===== src/rtl/cv32e40p_tmr_fault_monitor.sv =====
// cv32e40p_tmr_fault_monitor
// Consumes the per-replica disagreement flags of the TMR multiplier voters.
// It classifies each replica's errors as transient or permanent, keeps
// saturating transient counters, and offers fault events over valid/ready.
// Optional feature: define CV32E40P_TMR_FAULT_IRQ_EN to build the irq_o level.
module cv32e40p_tmr_fault_monitor #(
    parameter int NUM_VOTERS  = 4,
    parameter int CNT_WIDTH   = 8,
    parameter int PERM_THRESH = 3
) (
    input  logic                   clk,
    input  logic                   rst_n,
    input  logic                   valid_i,
    input  logic [NUM_VOTERS-1:0]  err_a_i,
    input  logic [NUM_VOTERS-1:0]  err_b_i,
    input  logic [NUM_VOTERS-1:0]  err_c_i,
    input  logic                   clear_i,
    output logic                   report_valid_o,
    input  logic                   report_ready_i,
    output logic [1:0]             report_replica_o,
    output logic                   report_perm_o,
    output logic                   report_ovf_o,
    output logic [2:0]             replica_faulty_o,
    output logic [3*CNT_WIDTH-1:0] trans_cnt_o,
    output logic                   multi_fault_o,
    output logic                   irq_o
);

    localparam int RUN_W = $clog2(PERM_THRESH + 1);
    localparam logic [CNT_WIDTH-1:0] CNT_MAX = '1;

    typedef enum logic [1:0] {ST_OK, ST_SUSPECT, ST_FAULTY} state_t;

    state_t               r_state     [3];
    state_t               w_state_nxt [3];
    logic [RUN_W-1:0]     r_run       [3];
    logic [RUN_W-1:0]     w_run_nxt   [3];
    logic [CNT_WIDTH-1:0] r_cnt       [3];
    logic [CNT_WIDTH-1:0] w_cnt_nxt   [3];

    // Pending bits: [2:0] permanent per replica, [5:3] transient per replica.
    // The index order is also the report priority (lowest index wins).
    logic [5:0] r_pend;
    logic [5:0] w_pend_nxt;
    logic [5:0] w_set;
    logic [5:0] w_sel;
    logic [5:0] w_consume;

    logic       r_ovf;
    logic       w_ovf_nxt;
    logic       r_mf;
    logic       w_mf_nxt;
    logic [2:0] w_rep_err;
    logic [2:0] w_faulty_nxt;
    logic       w_vote_clash;

    // Qualified per-replica error and same-voter disagreement of two replicas.
    assign w_rep_err[0] = valid_i & (|err_a_i);
    assign w_rep_err[1] = valid_i & (|err_b_i);
    assign w_rep_err[2] = valid_i & (|err_c_i);
    assign w_vote_clash = valid_i &
        (|((err_a_i & err_b_i) | (err_a_i & err_c_i) | (err_b_i & err_c_i)));

    // Per-replica next state, run length, transient counter and new events.
    always_comb begin
        // NOTE: every signal gets a default before the case so that no path
        // leaves it unassigned, which would otherwise infer a latch.
        w_set = '0;
        for (int r = 0; r < 3; r++) begin
            w_state_nxt[r]  = r_state[r];
            w_run_nxt[r]    = r_run[r];
            w_cnt_nxt[r]    = r_cnt[r];
            w_faulty_nxt[r] = 1'b0;
            unique case (r_state[r])
                ST_OK: begin
                    if (w_rep_err[r]) begin
                        w_state_nxt[r] = ST_SUSPECT;
                        w_run_nxt[r]   = RUN_W'(1);
                    end
                end
                ST_SUSPECT: begin
                    if (w_rep_err[r]) begin
                        if (r_run[r] == RUN_W'(PERM_THRESH - 1)) begin
                            w_state_nxt[r] = ST_FAULTY;
                            w_run_nxt[r]   = '0;
                            w_set[r]       = 1'b1;
                        end else begin
                            w_run_nxt[r] = r_run[r] + 1'b1;
                        end
                    end else if (valid_i) begin
                        // A clean qualified cycle ends the run: it was transient.
                        w_state_nxt[r] = ST_OK;
                        w_run_nxt[r]   = '0;
                        w_set[3 + r]   = 1'b1;
                        if (r_cnt[r] != CNT_MAX) begin
                            w_cnt_nxt[r] = r_cnt[r] + 1'b1;
                        end
                    end
                end
                default: begin
                    // FAULTY is sticky; further errors are ignored.
                end
            endcase
            w_faulty_nxt[r] = (w_state_nxt[r] == ST_FAULTY);
        end
    end

    // Fixed-priority one-hot selection of the offered pending bit.
    always_comb begin
        w_sel = '0;
        for (int i = 5; i >= 0; i--) begin
            if (r_pend[i]) begin
                w_sel    = '0;
                w_sel[i] = 1'b1;
            end
        end
    end

    // A re-set on the transfer edge keeps the bit and is not an overflow.
    assign w_consume  = w_sel & {6{report_ready_i}};
    assign w_pend_nxt = (r_pend & ~w_consume) | w_set;
    assign w_ovf_nxt  = r_ovf | (|(w_set & r_pend & ~w_consume));
    assign w_mf_nxt   = r_mf | w_vote_clash |
        (w_faulty_nxt[0] & w_faulty_nxt[1]) |
        (w_faulty_nxt[0] & w_faulty_nxt[2]) |
        (w_faulty_nxt[1] & w_faulty_nxt[2]);

    // State registers; clear has the same effect as reset and wins over events.
    always_ff @(posedge clk) begin
        if (!rst_n || clear_i) begin
            // NOTE: the per-replica arrays are three flops each, not a RAM,
            // so they are reset like any other register.
            for (int r = 0; r < 3; r++) begin
                r_state[r] <= ST_OK;
                r_run[r]   <= '0;
                r_cnt[r]   <= '0;
            end
            r_pend <= '0;
            r_ovf  <= 1'b0;
            r_mf   <= 1'b0;
        end else begin
            // NOTE: non-blocking assignments so every register samples the
            // pre-edge values, independent of statement order.
            for (int r = 0; r < 3; r++) begin
                r_state[r] <= w_state_nxt[r];
                r_run[r]   <= w_run_nxt[r];
                r_cnt[r]   <= w_cnt_nxt[r];
            end
            r_pend <= w_pend_nxt;
            r_ovf  <= w_ovf_nxt;
            r_mf   <= w_mf_nxt;
        end
    end

    // Outputs decoded only from registers.
    always_comb begin
        replica_faulty_o = '0;
        trans_cnt_o      = '0;
        for (int r = 0; r < 3; r++) begin
            replica_faulty_o[r]                      = (r_state[r] == ST_FAULTY);
            trans_cnt_o[r*CNT_WIDTH +: CNT_WIDTH]    = r_cnt[r];
        end
    end

    assign report_valid_o   = |r_pend;
    assign report_perm_o    = |w_sel[2:0];
    assign report_replica_o = {w_sel[2] | w_sel[5], w_sel[1] | w_sel[4]};
    assign report_ovf_o     = r_ovf;
    assign multi_fault_o    = r_mf;

`ifdef CV32E40P_TMR_FAULT_IRQ_EN
    logic r_irq;

    // Interrupt level: any permanent event pending or majority lost.
    always_ff @(posedge clk) begin
        if (!rst_n || clear_i) begin
            r_irq <= 1'b0;
        end else begin
            r_irq <= (|w_pend_nxt[2:0]) | w_mf_nxt;
        end
    end

    assign irq_o = r_irq;
`else
    assign irq_o = 1'b0;
`endif

endmodule


===== config.mk =====
export PLATFORM = sky130hd
export DESIGN_NAME = cv32e40p_tmr_fault_monitor
export DESIGN_NICKNAME = d
export VERILOG_FILES = /design/src/rtl/cv32e40p_tmr_fault_monitor.sv
export SDC_FILE = /design/constraint.sdc
export NUM_CORES = 1
export LEC_CHECK = 0
export ABC_AREA = 1
export BUFFER_PORTS_ARGS = -buffer_cell sky130_fd_sc_hd__buf_2
export CAP_MARGIN = 20
export CORE_ASPECT_RATIO = 0.5
export CORE_UTILIZATION = 54
export DETAILED_ROUTE_END_ITERATION = 8
export HOLD_SLACK_MARGIN = 0.1
export PLACE_DENSITY = 0.89
export SLEW_MARGIN = 20
export SYNTH_ARGS = -nofsm -noshare
export SYNTH_HDL_FRONTEND = slang
export SYNTH_SLANG_ARGS = --single-unit

===== constraint.sdc =====
create_clock -name clk -period 1.9 [get_ports clk]
set_input_delay 0.38 -clock clk [delete_from_list [all_inputs] [get_ports clk]]
set_output_delay 0.38 -clock clk [all_outputs]
set_load 0.01 [all_outputs]

* Word-level counts from Yosys, hierarchy flattened
Memory sizes are Yosys's and may differ from the RTL's.
Index checks and enable logic that the tools add are counted.
Widths: inputs -> output; s select.
** Operators by class
- Reductions and logical operators :: 12
- Add/subtract/negate cells :: 6
- Equal/unequal tests :: 15
- Bitwise operators :: 34
- Mux-type cells :: 76
** Operator list (count)
- $mux 8 :: 15
- $mux 2 :: 30
- $mux 6 :: 6
- $add 8x1->8 const B :: 3
- $and 6x6->6 :: 4
- $ne 8x8->1 const B :: 3
- $pmux 2 s2 :: 6
- $mux 1 :: 19
- $eq 2x2->1 const B :: 9
- $or 1x1->1 :: 16
- $reduce_or 4->1 :: 4
- $and 4x4->4 :: 3
- $reduce_or 6->1 :: 2
- $or 4x4->4 :: 2
- $and 1x1->1 :: 7
- $add 2x1->2 const B :: 3
- $eq 2x1->1 const B :: 3
- $logic_not 2->1 :: 3
- $not 6->6 :: 1
- $or 6x6->6 :: 1
- $reduce_or 3->1 :: 1
- $logic_not 1->1 :: 1
- $logic_or 1x1->1 :: 1
** Word-level totals
- Output and inout bits :: 34
- Bits of input ports :: 17
- Memories kept :: 3
- Bits in registers :: 8
- Memory bits (writable) :: 36
** Memories
- r_cnt :: words 3, width 8, read ports 3, clocked after Yosys merged registers in 0, write ports 3, RTL line 38 : logic [CNT_WIDTH-1:0] r_cnt [3];
- r_run :: words 3, width 2, read ports 3, clocked after Yosys merged registers in 0, write ports 3, RTL line 36 : logic [RUN_W-1:0] r_run [3];
- r_state :: words 3, width 2, read ports 3, clocked after Yosys merged registers in 0, write ports 3, RTL line 34 : state_t r_state [3];

* Longest topological paths before layout
- Depth after elaboration :: 11
- Mapped depth :: 10
- Depth with buffers taken out :: 10

* Worst setup path before layout
OpenSTA, ideal clock, no wires.
- Kind :: register -> register
- Start point :: memory r_cnt[2][0] (netlist: r_cnt[0][16])
- End point :: memory r_cnt[2][0] (netlist: r_cnt[0][16])
- Path buffers :: 0
- Setup time :: 0.126 ns
- Period minus slack after synthesis :: 1.414 ns
- Setup slack :: 0.486 ns
- Data required time :: 1.774 ns
- Stages on the path, launching flop included :: 9
- Data arrival time :: 1.288 ns
- Cells stage by stage :: dfxtp_1 > ha_1 > inv_1 > nor3_2 > nand4_1 > nand2_2 > inv_2 > o21ai_0 > a21oi_1
** RTL lines (RTL line)
- from (decl) :: 38

* Worst setup path after layout
- Start point :: register r_pend[0]
- End point :: output port report_replica_o[1]
** On the way
- Longest elaborated chain between the ends :: 2
** RTL lines
- from (decl) :: RTL line 43 : logic [5:0] r_pend;
- from (signal assigned) :: RTL line 149 : r_pend <= w_pend_nxt;
- $mux 6 :: RTL line 112 : if (r_pend[i]) begin
- $or 1x1->1 :: RTL line 167 : assign report_replica_o = {w_sel[2] | w_sel[5], w_sel[1] | w_sel[4]};
- to (decl) :: RTL line 20 : output logic [1:0] report_replica_o,
Every way passes these cells.

==> metrics.csv <==
metric;value;unit
remaining antenna violation count after routing;0;
Cells after DPL;452;
cell taking the most area after synthesis;dfxtp_1;
vias;2386;
RD Place Congestion;0.9157;
Crit-path slowest cell;dfxtp_1;
Hold Path Origin;report_ready_i;
crit-path max FO;3;
htree depth;2;
top post-synthesis cells by area;dfxtp_1 (37%), nand2_1 (12%), nor2_1 (8.3%);
Synth Register Bits;44;
worst slew pin tran;0.7854;ns
worst skew pair latency;0.30;ns
setup TNS;0;ns
WHS Path Cells;4;
mux share of post-synthesis cell area;0;%
nets;425;
I/O pins;51;
Vias/cell;5.187;
RSZ-0062 raised after global routing;false;
antenna violations before repair;0;
worst min path class;input pin to register;
WL final;5.548;mm
Synth top area share;36.86;%
# diodes;0;
reg2reg setup slack;0.37;ns
drt initial violations;124;
post-CTS sizing;0;
die area;0.004712;mm^2
Core ar.;0.004064;mm^2
Total GRT Usage;26.89;%
FF-to-FF End;r_cnt[0][16];
Sink Count;44;
Post CTS Setup Buffer Count;0;
Max Fclk;577.0;MHz
element type at the critical path end;output pin;
combinational family with the most area after synthesis;simple AND/OR/NAND/NOR gates;
worst-path cell chain;nor2_1 > nand2_1 > nor2_1 > a32o_1 > buf_2;
Worst Hold Path EP;r_pend[0];
Peak VDD IR;0.3748;mV
clk buf depth;2;
total grt overflow;0;
Final min period;1.733;ns
DR pass1 iterations;4;
cell area after synthesis;0.002390;mm^2
Critical Path Start Type;register;
Post-Layout Cell Count;460;
Die H;49.04;um
Rel. slew slack;47.58;%
Die Wd;96.08;um
post-synthesis sequential area ratio;36.86;%
Hold Slack;0.4267;ns
# fillers;332;
CTS Buf Count;5;
Warnings, synthesis;0;
status;complete, no violations;
# setup viols final;0;
R2R cell count;8;
Mean Syn Cell Area;6.751;um^2
largest net degree at the start of global routing;25;
clock root cell;clkbuf_8;
Worst-path clk slew;0.08;ns
Cell Pwr Density;648.4;mW/mm^2
Fin. Hold Viols;0;
vias in the first global route;2392;
Port Buffers;49;
initial core utilization;58.81;%
row count;16;
fraction of layout cells with a size suffix above 1;20.94;%
CP required;1.52;ns
Post-CTS Hold Fix Bufs;0;
Top delay family on crit path;simple AND/OR/NAND/NOR gates;
CP Class;register to output pin;
Mapped Nets;374;
post-synthesis compound-gate area fraction;13.25;%
area grow syn2layout;17.07;%
Routed wire per std cell;12.06;um
Leak;1.252;nW
commonest non-fill, non-tap cell in the layout;nand2_1;
Post-Synth XOR/XNOR Area;1.466;%
Post-DP HPWL;4.166;mm
DRC;0;
Worst Skew;0.01114;ns
Cells after Synth;354;
Max Cap Viol;0;
Slew Limit Fails;0;
Multi-input gate area;0.001280;mm^2
Largest stage delay, worst path;0.33;ns
first-pass GRT wire length;9.908;mm
worst reg2reg startpoint;r_cnt[0][16];
post-route clock period utilization;91.21;%
Buf/Inv on CP;1;
CP most frequent cell;nor2_1;
CTS tree;yes;
storage element area;880.8;um^2
count of cell types in the netlist;35;
Simple-Gate Fraction of Synth Area;37.12;%
crit path DAT;1.35;ns
most frequent cells in the layout;nand2_1 (78), nor2_1 (53), buf_2 (49);
Post-Synth Adder-Cell Area;1.571;%
[tightest hold or removal path: stages]
cell and delay (ns):
buf_2 0.13, nor2_1 0.07, inv_1 0.05, a21oi_1 0.05
[routing by layer]
| metal | track usage (%) | routed length [um] |
|---|---|---|
| met1 | 32.81 | 2587 |
| met5 | 0 | 0 |
| met2 | 45.86 | 2587 |
| met3 | 6.698 | 319 |
| met4 | 9.701 | 55 |
[worst max-delay path by stage]
stage | start | end | slack [ns] | cells after the start
2_1_floorplan | r_cnt[0][16] | r_cnt[0][16] | 0.49 | 8
3_3_place_gp | valid_i | r_cnt[0][21] | 0.34 | 8
3_5_place_dp | valid_i | r_cnt[0][21] | 0.26 | 8
4_1_cts | r_pend[0] | report_replica_o[1] | 0.19 | 5
5_1_grt | r_pend[0] | report_replica_o[1] | 0.06 | 5
6_report | r_pend[0] | report_replica_o[1] | 0.17 | 5
[power by group]
group	switching [mW]	total [mW]	internal (mW)
Clock	0.329	0.759	0.430
Sequential	0.00647	0.936	0.930
Combinational	0.0781	0.119	0.0405
[cell usage after synthesis]
cell / n
nor3_1: 5
inv_1: 44
clkinv_4: 1
nand4_1: 9
nand3_1: 18
clkbuf_1: 3
nor3b_1: 1
nor2_1: 53
nand2_2: 4
nor2_2: 2
nand2_1: 78
inv_2: 4
inv_4: 1
nor2_4: 5
nor4_1: 1
dfxtp_1: 44
a21oi_1: 32
a32o_1: 1
ha_1: 3
nand3_2: 4
o211ai_1: 1
xnor2_1: 3
nand2_4: 3
buf_1: 1
buf_4: 1
nor3_4: 1
xor2_1: 1
or2_0: 1
nor3_2: 2
o21a_1: 2
o21ai_0: 18
a31oi_1: 4
o31a_1: 1
buf_6: 1
conb_1: 1
[registers in the layout, indices dropped and copies added, names as in the netlist]
name and flops:
report_ovf_o 1, r_cnt 24, r_pend 6, multi_fault_o 1, r_state 6, r_run 6
[cell families after synthesis]
family,count (synthesis)
XOR/XNOR,4
flip-flops,44
other,1
AO/OA/AOI/OAI,59
buffers and inverters,56
adder cells (fa/ha/maj),3
AND/OR/NAND/NOR,187
[stage by stage]
step                setup WS (ns)  utilization (%)  power (mW)  instance area (um^2)
floorplan                  0.4863                -       1.037                  2390
global placement           0.3413            65.86       1.069                  2676
detailed placement         0.2587            65.86       1.074                  2676
CTS                        0.1870            68.84       1.821                  2798
global route              0.05563            68.84       1.875                  2798
finish                     0.1670            68.84       1.814                  2798
[layout make-up]
class,count,area share [%]
well taps,54,2.415
flip-flops and latches,44,31.48
inverters,50,6.977
multi-input cells,254,45.75
clock inverters,2,1.386
clock buffers,6,2.952
repair buffers,50,9.034
(Power assumes the default switching activity.)
